$ cat src/rtl/cpu_pkg.sv
// Shared definitions for the instruction controller.
// Contents:
//   state_t        controller FSM states
//   OPC_* / OP_*   opcode[15:13] and op[12:11] encodings of the supported instructions
//   VSEL_*         register-file write-back source select
//   ALU_*          ALU operation encodings
package cpu_pkg;

    typedef enum logic [2:0] {
        S_WAIT   = 3'd0,
        S_DECODE = 3'd1,
        S_WR_IMM = 3'd2,
        S_GET_A  = 3'd3,
        S_GET_B  = 3'd4,
        S_ALU    = 3'd5,
        S_WR_REG = 3'd6
    } state_t;

    localparam logic [2:0] OPC_MOV = 3'b110;
    localparam logic [2:0] OPC_ALU = 3'b101;

    localparam logic [1:0] OP_MOV_IMM = 2'b10;
    localparam logic [1:0] OP_MOV_REG = 2'b00;
    localparam logic [1:0] OP_ADD     = 2'b00;
    localparam logic [1:0] OP_CMP     = 2'b01;
    localparam logic [1:0] OP_AND     = 2'b10;
    localparam logic [1:0] OP_MVN     = 2'b11;

    localparam logic [1:0] VSEL_MDATA  = 2'b00;
    localparam logic [1:0] VSEL_SXIMM8 = 2'b01;
    localparam logic [1:0] VSEL_PC     = 2'b10;
    localparam logic [1:0] VSEL_C      = 2'b11;

    localparam logic [1:0] ALU_ADD = 2'b00;
    localparam logic [1:0] ALU_SUB = 2'b01;
    localparam logic [1:0] ALU_AND = 2'b10;
    localparam logic [1:0] ALU_NOT = 2'b11;

endpackage

$ cat src/rtl/instr_decoder.sv
// Combinational instruction-field splitter.
// Ports:
//   ir      in  16  instruction register contents
//   opcode  out 3   ir[15:13]
//   op      out 2   ir[12:11]
//   rn      out 3   ir[10:8]
//   rd      out 3   ir[7:5]
//   sh      out 2   ir[4:3]
//   rm      out 3   ir[2:0]
//   imm8    out 8   ir[7:0]
//   legal   out 1   1 = one of MOV#, MOV reg, ADD, CMP, AND, MVN
module instr_decoder
    import cpu_pkg::*;
(
    input  logic [15:0] ir,
    output logic [2:0]  opcode,
    output logic [1:0]  op,
    output logic [2:0]  rn,
    output logic [2:0]  rd,
    output logic [1:0]  sh,
    output logic [2:0]  rm,
    output logic [7:0]  imm8,
    output logic        legal
);

    assign opcode = ir[15:13];
    assign op     = ir[12:11];
    assign rn     = ir[10:8];
    assign rd     = ir[7:5];
    assign sh     = ir[4:3];
    assign rm     = ir[2:0];
    assign imm8   = ir[7:0];

    // Every op of the ALU opcode is defined; only op 10 and 00 exist for MOV.
    assign legal = (opcode == OPC_ALU) ||
                   ((opcode == OPC_MOV) && ((op == OP_MOV_IMM) || (op == OP_MOV_REG)));

endmodule

$ cat src/rtl/instr_controller.sv
// Instruction controller: latches an instruction word and sequences the
// datapath strobes for it with a Moore FSM, one instruction per start.
// Handshake: in WAIT (w=1) the controller accepts load (IR <= in) and s
// (start) on any rising edge; both are level-sampled and ignored elsewhere.
// Ports:
//   clk, reset           clock, synchronous active-high reset
//   in, load, s          instruction word, IR load, start
//   w                    1 = idle in WAIT
//   readnum, writenum    register-file read / write selects
//   write, vsel          register-file write strobe and source select
//   loada, loadb, loadc  A/B/C register loads; loads = status load
//   asel, bsel           A operand forced 0 / B operand = sximm5
//   shift, ALUop         shifter op (IR[4:3]) and ALU op
//   sximm8               IR[7:0]
//   state                current FSM state (debug visibility)
module instr_controller
    import cpu_pkg::*;
#(
    parameter int IW = 16,
    parameter int RW = 3
) (
    input  logic          clk,
    input  logic          reset,
    input  logic [IW-1:0] in,
    input  logic          load,
    input  logic          s,
    output logic          w,
    output logic [RW-1:0] readnum,
    output logic [RW-1:0] writenum,
    output logic          write,
    output logic [1:0]    vsel,
    output logic          loada,
    output logic          loadb,
    output logic          asel,
    output logic          bsel,
    output logic [1:0]    shift,
    output logic [1:0]    ALUop,
    output logic          loadc,
    output logic          loads,
    output logic [7:0]    sximm8,
    output state_t        state
);

    logic [IW-1:0] ir;
    logic [2:0]    opcode;
    logic [1:0]    op;
    logic [2:0]    rn, rd, rm;
    logic [1:0]    sh;
    logic [7:0]    imm8;
    logic          legal;

    instr_decoder u_dec (
        .ir     (ir),
        .opcode (opcode),
        .op     (op),
        .rn     (rn),
        .rd     (rd),
        .sh     (sh),
        .rm     (rm),
        .imm8   (imm8),
        .legal  (legal)
    );

    logic is_mov_imm, is_mov_reg, is_mvn, is_cmp;
    assign is_mov_imm = (opcode == OPC_MOV) && (op == OP_MOV_IMM);
    assign is_mov_reg = (opcode == OPC_MOV) && (op == OP_MOV_REG);
    assign is_mvn     = (opcode == OPC_ALU) && (op == OP_MVN);
    assign is_cmp     = (opcode == OPC_ALU) && (op == OP_CMP);

    // State and IR. IR only moves in WAIT, so it is stable during execution;
    // a load coinciding with s means DECODE already sees the new word.
    always_ff @(posedge clk) begin
        if (reset) begin
            state <= S_WAIT;
            ir    <= '0;
        end else begin
            case (state)
                S_WAIT: begin
                    if (load) ir <= in;
                    if (s) state <= S_DECODE;
                end
                S_DECODE: begin
                    if (!legal)                    state <= S_WAIT;
                    else if (is_mov_imm)           state <= S_WR_IMM;
                    else if (is_mov_reg || is_mvn) state <= S_GET_B;
                    else                           state <= S_GET_A;
                end
                S_WR_IMM: state <= S_WAIT;
                S_GET_A:  state <= S_GET_B;
                S_GET_B:  state <= S_ALU;
                S_ALU:    state <= is_cmp ? S_WAIT : S_WR_REG;
                S_WR_REG: state <= S_WAIT;
                default:  state <= S_WAIT;
            endcase
        end
    end

    // Moore output decode from state and IR only.
    logic write_raw, loada_raw, loadb_raw, loadc_raw, loads_raw;

    always_comb begin
        w         = 1'b0;
        readnum   = '0;
        writenum  = '0;
        write_raw = 1'b0;
        vsel      = VSEL_MDATA;
        loada_raw = 1'b0;
        loadb_raw = 1'b0;
        asel      = 1'b0;
        bsel      = 1'b0;
        ALUop     = ALU_ADD;
        loadc_raw = 1'b0;
        loads_raw = 1'b0;
        case (state)
            S_WAIT: w = 1'b1;
            S_WR_IMM: begin
                vsel      = VSEL_SXIMM8;
                writenum  = rn;
                write_raw = 1'b1;
            end
            S_GET_A: begin
                readnum   = rn;
                loada_raw = 1'b1;
            end
            S_GET_B: begin
                readnum   = rm;
                loadb_raw = 1'b1;
            end
            S_ALU: begin
                // MOV reg and MVN pass B alone: A is forced to zero.
                asel  = is_mov_reg || is_mvn;
                ALUop = is_mov_reg ? ALU_ADD : op;
                if (is_cmp) loads_raw = 1'b1;
                else        loadc_raw = 1'b1;
            end
            S_WR_REG: begin
                vsel      = VSEL_C;
                writenum  = rd;
                write_raw = 1'b1;
            end
            default: ;
        endcase
    end

    // Reset suppresses every state-changing strobe immediately, so an
    // interrupted instruction never corrupts registers or status.
    assign write  = write_raw & ~reset;
    assign loada  = loada_raw & ~reset;
    assign loadb  = loadb_raw & ~reset;
    assign loadc  = loadc_raw & ~reset;
    assign loads  = loads_raw & ~reset;

    assign shift  = sh;
    assign sximm8 = imm8;

endmodule
$ cat config.mk
export PLATFORM = sky130hd
export DESIGN_NAME = instr_controller
export DESIGN_NICKNAME = d
export VERILOG_FILES = /design/src/rtl/cpu_pkg.sv /design/src/rtl/instr_decoder.sv /design/src/rtl/instr_controller.sv
export SDC_FILE = /design/constraint.sdc
export NUM_CORES = 1
export LEC_CHECK = 0
export ABC_CLOCK_PERIOD_IN_PS = 1800
export CORE_MARGIN = 2
export CORE_UTILIZATION = 44
export CTS_BUF_LIST = sky130_fd_sc_hd__clkbuf_2 sky130_fd_sc_hd__clkbuf_4 sky130_fd_sc_hd__clkbuf_8
export CTS_CLUSTER_SIZE = 25
export DETAILED_ROUTE_END_ITERATION = 8
export HOLD_SLACK_MARGIN = 0.12
export PLACE_DENSITY_LB_ADDON = 0.3
export SLEW_MARGIN = 20
export SYNTH_ARGS = -nofsm -noshare
export SYNTH_HDL_FRONTEND = slang
export SYNTH_HIERARCHICAL = 1
export SYNTH_SLANG_ARGS = --single-unit
export TNS_END_PERCENT = 20
$ cat constraint.sdc
create_clock -name clk -period 1.8 [get_ports clk]
set_clock_uncertainty 0.1 [all_clocks]
set_input_delay 0.54 -clock clk [delete_from_list [all_inputs] [get_ports clk]]
set_output_delay 0.54 -clock clk [all_outputs]
set_load 0.02 [all_outputs]
; ---- Yosys cells after proc, flatten, opt, wreduce, memory -nomap -nowiden
; Index checks and enable logic that the tools add are counted.
[totals]
register_bits = 19
latchBits = 0
ramBits = 0
rom_bits = 0
inputBits = 20
output_inout_bits = 31
elab_cells = 52
memories = 0
[op_classes]
add_sub_neg = 0
multipliers = 0
div_mod_pow = 0
n_lt_le_gt_ge = 0
eq_ne = 12
shift = 0
n_mux = 20
bitwise_logic = 6
n_reduce_logical = 12
[ops]
columns = operator, count
row1 = 3-bit equality test (second input constant), 5
row2 = 3-bit 2-to-1 mux, 5
row3 = 3-bit case mux with 5 select lines, 1
row4 = 3-bit case mux with 2 select lines, 2
row5 = 1-bit 2-to-1 mux, 9
row6 = 3-bit by 2-bit equality test with 1-bit output (second input constant), 2
row7 = 1-bit AND, 5
row8 = 1-bit logical AND, 5
row9 = 2-bit equality test (second input constant), 2
row10 = 2-bit 2-to-1 mux, 2
row11 = 2-bit case mux with 2 select lines, 1
row12 = 3-bit by 1-bit equality test with 1-bit output (second input constant), 1
row13 = 3-bit zero test, 1
row14 = 1-bit logical OR, 3
row15 = 2-bit by 1-bit equality test with 1-bit output (second input constant), 1
row16 = 2-bit zero test, 1
row17 = 2-bit != test (second input constant), 1
row18 = 2-bit AND reduction, 1
row19 = 2-bit OR reduction, 1
row20 = 1-bit inverter, 1

; ---- Logic depth before layout (Yosys ltp)
; Gate-level depths: netlist of run 1.
[logic_depth]
depth_word = 7
depth_mapped = 6

; ---- Modules after synthesis
; Netlist of run 1, hierarchy kept.
[by_module_without_submodules]
columns = mod, n_inst, cells_per_inst, area_each_um2, seq_area_each_um2
row1 = instr_controller, 1, 132, 1014.7, 380.4
row2 = instr_decoder, 1, 27, 206.4, 0.0

; ---- Least setup slack after synthesis of run 1
; Ideal clock, no wire load.
[synth_timing]
path_kind = flip-flop to output port
startpoint = reg state[2]
endpoint = out writenum[0]
arrival_time_ps = 1336
required_time_ps = 1160
slack_ps = -176
path_stages_with_launch = 5
path_buffers = 2
cell_sequence = dfxtp_1 > buf_2 > clkbuf_1 > nand2_1 > a21oi_1
[synth_between]
elab_chain_len = 2
elab_cells_between_ends = 3
classes_between = eq/ne (2) / mux (1)
[synth_rtl]
columns = item, line_no
row1 = start: declaration, instr_controller.sv:41  ; output state_t state
row2 = start signal: assignment, instr_controller.sv:91  ; S_ALU: state <= is_cmp ? S_WAIT : S_WR_REG;
row3 = 3-bit equality test or 3-bit by 2-bit equality test with 1-bit output (tied branches), instr_controller.sv:114  ; case (state)
row4 = 3-bit case mux with 2 select lines (*), instr_controller.sv:114
row5 = end: declaration, instr_controller.sv:29  ; output logic [RW-1:0] writenum,
; Every way passes the cells marked *; elsewhere a longest branch is shown, timed or not.

; ---- Worst setup path after layout of run 1
[layout_timing]
startpoint = reg ir[14]
endpoint = out loads
[layout_between]
elab_chain_len = 5
[layout_rtl]
columns = item, line_no
row1 = start: declaration, instr_controller.sv:44  ; logic [IW-1:0] ir;
row2 = start signal: assignment, instr_controller.sv:79  ; if (load) ir <= in;
row3 = 3-bit equality test, instr_controller.sv:68  ; assign is_cmp = (opcode == OPC_ALU) && (op == OP_CMP);
row4 = 1-bit logical AND, instr_controller.sv:68
row5 = 1-bit 2-to-1 mux, instr_controller.sv:133  ; if (is_cmp) loads_raw = 1'b1;
row6 = 1-bit 2-to-1 mux, instr_controller.sv:114
row7 = 1-bit AND, instr_controller.sv:151  ; assign loads = loads_raw & ~reset;
row8 = end: declaration, instr_controller.sv:39  ; output logic loads,
; Every way passes these cells.

==> key figures, run 1 <==
Detailed routing
  – WL met2: about 1700 um
  – Top sig layer: met4
  – Met1 WL: between 1000 and 1500 um
  – DRC viols: 0
  – Vias per cell: roughly 5
  – ANT nets after route: 0
  – Initial DRT Pass Iterations: 4
  – DRT Wirelength: 3230 um
  – Via count: ~1200
  – DR iter-0 viols: 37
  – Met3 WL post-DR: approximately 170 um
  – Wire length per cell: ~13 um

Synthesis
  – Yosys cell types: 36
  – Post-synth EDFFs: 0
  – Sequential area share after synthesis: 0.311
  – Post-Syn Instances: between 150 and 200
  – Ys async rst share: 0
  – Synthesized flop and latch total: 19
  – Most area-hungry cell type in the Yosys netlist: dfxtp_1
  – Synthesized Nets: 179
  – Dominant synthesized flop cell: dfxtp_1
  – Yosys warnings: 6
  – Synth Area per Inst: 7.68 um^2
  – Area contributors post-synth: dfxtp_1 (31%), buf_4 (16%), nand2_1 (11%)
  – Mapped cell area: 0.00122 mm^2
  – Share of the synthesized area in the top cell type: 0.311

Finish
  – Commonest non-fill, non-tap cell in the layout: buf_4
  – Layout area overhead: 51.3%
  – Layout Nets: about 230
  – Multi-input gate area: approximately 670 um^2
  – Fillers: roughly 220
  – Sequential Area: ~400 um^2
  – Ant diodes: 0
  – Post-layout utilization of the core: 0.688
  – Layout cell share with drive strength beyond 1: 0.412
  – Most frequent cells in the layout: buf_4 (40), nand2_1 (35), clkdlybuf4s50_1 (18), a21oi_1 (16), dfxtp_1 (13)

Clocking
  – CTS root buf: clkbuf_4
  – Reg clk slew, reported paths: roughly 0.11 ns
  – CTS tree: built
  – H-tree Lvls: 1
  – Clock sink count: 19
  – CTS Buf Count: 3
  – CTS max path bufs: 2
  – Clock Latency Late Sink: ~0.31 ns

Timing
  – Post-route setup TNS: -1.57 ns
  – Post-route setup slack: -0.194 ns
  – Period utilization: 1.11
  – Slew Limit Fails: 0
  – RSZ-0062 raised after global routing: true
  – Fin crit period: 1.99 ns
  – Max Fclk: 0.502 GHz
  – Hold Fails Final Rpt: 0
  – Final setup fails: 16
  – Hold Worst Slack: 0.375 ns

Global route
  – Grt ovf: 0
  – Largest net degree at the start of global routing: 17
  – Number of global-route vias before repair: between 1000 and 1500
  – GRT Overall Usage: 0.200
  – Number of antenna violations at the first check in global routing: 0
  – First-pass GRT wire length: approximately 5100 um

Worst setup path
  – CP Launch Type: register
  – Crit Path Class: register to output port
  – Critical-path maximum fanout: 4
  – Arr. time, crit path: 1.35 ns
  – CP required: about 1.2 ns
  – Worst Setup End Kind: output port

Pwr
  – Sw Share: 0.299
  – P_leak: just over 0.0008 uW
  – Pint: 657 uW
  – Power Total: between 900 and 1000 uW
  – Comb pwr share: 0.262
  – Seq pwr share: 0.498
  – Power per standard cell area: between 500 and 600 mW/mm^2
  – Clock share of power: 0.240
  – Net Switching: ~280 uW
  – VDD IR-drop max: 0.000558 V

Run
  – Max Cap Viol: 0

Placement
  – Placer Congestion: roughly 0.79
  – Port Buffers: between 40 and 50
  – Post-DP HPWL: 2340 um

Floorplanning
  – Vert. Die Dim: roughly 57 um
  – Die W: 56.7 um
  – Placeable Area: around 0.0027 mm^2
  – I/O Pins: slightly above 50
  – Rows: 19
  – Die area: approximately 0.0032 mm^2
  – Initial Utilization: 0.455

Outcome
  – Failing checks: negative setup slack
  – Status: finished, violations left

Worst hold path
  – Hold WC Path Type: register to register
worst paths after layout:
check                start     end  slack, ns  cells past startpoint
setup / recovery    ir[14]   loads      -0.19                      4
hold / removal       ir[8]   ir[8]       0.37                      2
setup reg to reg  state[1]  ir[12]       0.21                      4
hold reg to reg      ir[8]   ir[8]       0.37                      2
power groups by stage:
stage | registers, uW | clock network, uW | logic [uW]
after floorplan | 472 | 0 | 169
after detailed placement | 476 | 0 | 248
after CTS | 465 | 231 | 240
after global placement | 475 | 0 | 243
after global routing | 471 | 254 | 266
final | 467 | 225 | 246
stage by stage:
stage | worst slack, ns | instance area (um^2) | cells
6_report | -0.194 | 1850 | 242
5_1_grt | -0.247 | 1850 | 242
4_1_cts | -0.203 | 1770 | 241
3_5_place_dp | -0.837 | 1740 | 234
3_3_place_gp | -0.829 | 1740 | 234
2_1_floorplan | -0.0949 | 1250 | 159
registers in the layout (all words and copies together), names as in the netlist:
| register | count |
|---|---|
| ir | 16 |
| state | 3 |
logic make-up (layout without fill, tap and decap cells):
group / count (synthesis) / count (layout) / synth area share
AND/OR/NAND/NOR: 70 / 70 / 0.307
other: 1 / 1 / 0.00307
buffers and inverters: 39 / 91 / 0.223
flip-flops: 19 / 19 / 0.311
AO/OA/AOI/OAI: 29 / 29 / 0.147
multiplexers: 1 / 1 / 0.00820
worst max-delay path, stage by stage (launching register included):
cell	delay (ns)
dfxtp_2	0.35
nand4b_1	0.21
nand2b_4	0.19
nor3_2	0.14
buf_4	0.16
synth_stat cells, types with 2 or more instances:
master and count:
a21oi_1 19, and2_1 3, buf_2 2, buf_4 26, buf_6 2, clkbuf_1 3
dfxtp_1 19, inv_1 5, nand2_1 35, nand2b_1 5, nor2_1 6, nor2b_1 4
nor3_1 5, o2bb2ai_1 3
area by class of cell:
cell class,count,share of cell area
Clock buffer,3,0.0122
Tap cell,31,0.0210
Timing Repair Buffer,82,0.377
Clock inverter,1,0.00271
Multi-Input combinational cell,101,0.363
Inverter,5,0.0102
Sequential cell,19,0.214
layer usage:
layer | track usage | vias to the layer above
li1 | - | 609
met1 | 0.217 | 572
met2 | 0.369 | 40
met3 | 0.0392 | 8
met4 | 0.0918 | 0
met5 | 0 | -
repair_timing:
| action | CTS | global route |
|---|---|---|
| pin swaps | 0 | 3 |
| buffers inserted | 3 | 1 |
| hold buffers | 0 | 0 |
| hold endpoints to repair | 0 | 0 |
| gates resized for setup | 120 | 23 |
| setup endpoints to repair | 30 | 19 |
| cloned | 0 | 0 |
(Power assumes the default switching activity.)
==> inputs of run 2 (changes only) <==
CORE_UTILIZATION = 60   (was 44)
CTS_CLUSTER_DIAMETER = 120   (was default)
DONT_BUFFER_PORTS = 1   (was default)
==> run 2 against run 1 <==
Compared with the run above: the flow still finishes with violations (negative setup slack); clock-buffer cell count rose by 1; die area fell by 25%; via count fell by 21%; wire length fell by 20%; final cell count fell by 26%.
==> key figures, run 2 (synthesized netlist as in run 1, its figures left out) <==
Clocking
  – Reg clk slew, reported paths: ~0.11 ns
  – CTS Buf Count: 3
  – Clock Latency Late Sink: 0.29 ns
  – Clock sink count: 19
  – CTS tree: built
  – CTS root buf: clkbuf_4
  – CTS max path bufs: 2
  – H-tree Lvls: 1

Finish
  – Most frequent cells in the layout: nand2_1 (35), buf_4 (23), a21oi_1 (16), dfxtp_1 (12)
  – Layout area overhead: 5.53%
  – Final cell count without fillers: around 180
  – Most flops, register: ir
  – Layout cell share with drive strength beyond 1: 0.362
  – Largest regs: ir (16), state (3)
  – Largest register FFs: 16
  – Ant diodes: 0
  – Commonest non-fill, non-tap cell in the layout: nand2_1
  – Layout Nets: roughly 170

Detailed routing
  – Vias per cell: roughly 5.4
  – Initial DRT Pass Iterations: 4
  – Wire length per cell: roughly 14 um
  – Via count: between 900 and 1000
  – DR iter-0 viols: 12
  – DRT Wirelength: 2580 um
  – DRC viols: 0
  – ANT nets after route: 0

Placement
  – Setup WS pre-CTS: -0.0390 ns
  – Post-DP HPWL: ~1800 um
  – Placed Cells: around 170
  – Placer Congestion: ~0.8
  – Port Buffers: 0

Timing
  – Hold Worst Slack: 0.200 ns
  – RSZ-0062 raised after global routing: true
  – Post-route setup slack: -0.160 ns
  – Post-route setup TNS: -0.977 ns
  – Max Fclk: between 0.5 and 0.6 GHz
  – Slew Limit Fails: 0
  – Hold Fails Final Rpt: 0
  – Period utilization: 1.09
  – Final setup fails: 15
  – Fin crit period: between 1.5 and 2 ns

Global route
  – Number of antenna violations at the first check in global routing: 0
  – First-pass GRT wire length: around 4200 um
  – GRT Overall Usage: 0.226
  – Number of global-route vias before repair: roughly 960
  – Largest net degree at the start of global routing: 22
  – Grt ovf: 0

Worst setup path
  – Critical-path maximum fanout: 7
  – CP peak stage delay: approximately 0.39 ns
  – Bufs and invs on worst path: 0
  – CP Launch Point: state[1]
  – CP max stage cell: dfxtp_4
  – Worst Setup End Kind: output port
  – Arr. time, crit path: about 1.3 ns
  – Critical R2R Launch: state[1]
  – CP Cell Sequence: nand3b_1, nor2_2, and2_2
  – Worst path top cell family by delay: simple AND/OR/NAND/NOR gates
  – CP required: roughly 1.2 ns
  – Crit Path Class: register to output port
  – CP Launch Type: register

Worst hold path
  – HP Start: reset
  – Hold WC Path Type: input pin to register

Floorplanning
  – Rows: 16
  – Vert. Die Dim: between 40 and 50 um
  – Die area: roughly 0.0024 mm^2
  – Placeable Area: about 0.002 mm^2
  – Die W: between 40 and 50 um
  – Initial Utilization: 0.629
  – I/O Pins: 51

Outcome
  – Failing checks: negative setup slack
  – Status: finished, violations left

Pwr
  – Power per standard cell area: around 650 mW/mm^2
  – P_leak: between 0.0005 and 0.0006 uW
  – VDD IR-drop max: about 0.00058 V

Run
  – Max Cap Viol: 0
-- run 2: cell count changes in the layout (fill, tap and decap cells not counted), sizes merged --
cell / delta
clkdlybuf4s15: -1
buf: -28
clkinv: -1
dlygate4sd2: -9
clkdlybuf4s50: -18
clkbuf: -2
-- run 2: layout make-up --
class | count | area [um^2]
Clock buffer | 4 | 30.0
Inverter | 5 | 18.8
Multi-Input combinational cell | 101 | 637
Tap cell | 27 | 33.8
Sequential cell | 19 | 397
Timing Repair Buffer | 23 | 173
Fill cell | 182 | 653
-- run 2: routing by layer --
| metal | GRT usage | vias to the layer above | part of all wire | routed length [um] |
|---|---|---|---|---|
| met5 | 0 | - | 0 | 0 |
| met4 | 0.114 | 0 | 0.020 | 52 |
| met3 | 0.0491 | 5 | 0.064 | 166 |
| met2 | 0.401 | 34 | 0.51 | 1310 |
| met1 | 0.251 | 442 | 0.40 | 1040 |
| li1 | - | 488 | - | - |
-- run 2: timing repair --
action                     CTS  global route
setup endpoints to repair   17            17
hold buffers                 0             0
pin swaps                    2             4
setup buffers                3             0
gates resized for setup     17             4
-- run 2: through the flow --
stage / total power (uW) / util / area [um^2]
2_1_floorplan: 642 / - / 1250
3_3_place_gp: 614 / 0.604 / 1170
3_5_place_dp: 620 / 0.604 / 1170
4_1_cts: 848 / 0.659 / 1280
5_1_grt: 889 / 0.664 / 1290
6_report: 843 / 0.664 / 1290
-- run 2: final timing paths --
| path | to | slack [ns] | cells past startpoint |
|---|---|---|---|
| worst max-delay path | loadc | -0.16 | 3 |
| worst min-delay path | ir[6] | 0.20 | 1 |
| worst max register to register | ir[1] | 0.20 | 4 |
| worst min register to register | ir[8] | 0.37 | 2 |
-- run 2: power by group --
group	total, uW	internal [uW]	switching, uW
clock	227	101	126
sequential	483	444	38.4
combinational	134	60.2	73.4
total	843	605	238
-- run 2: worst reg2reg max path, cell delays in order, from the launching register on --
cell and delay (ns):
dfxtp_4 0.39, buf_4 0.18, or4b_4 0.64, nand2_1 0.13, a21oi_1 0.07
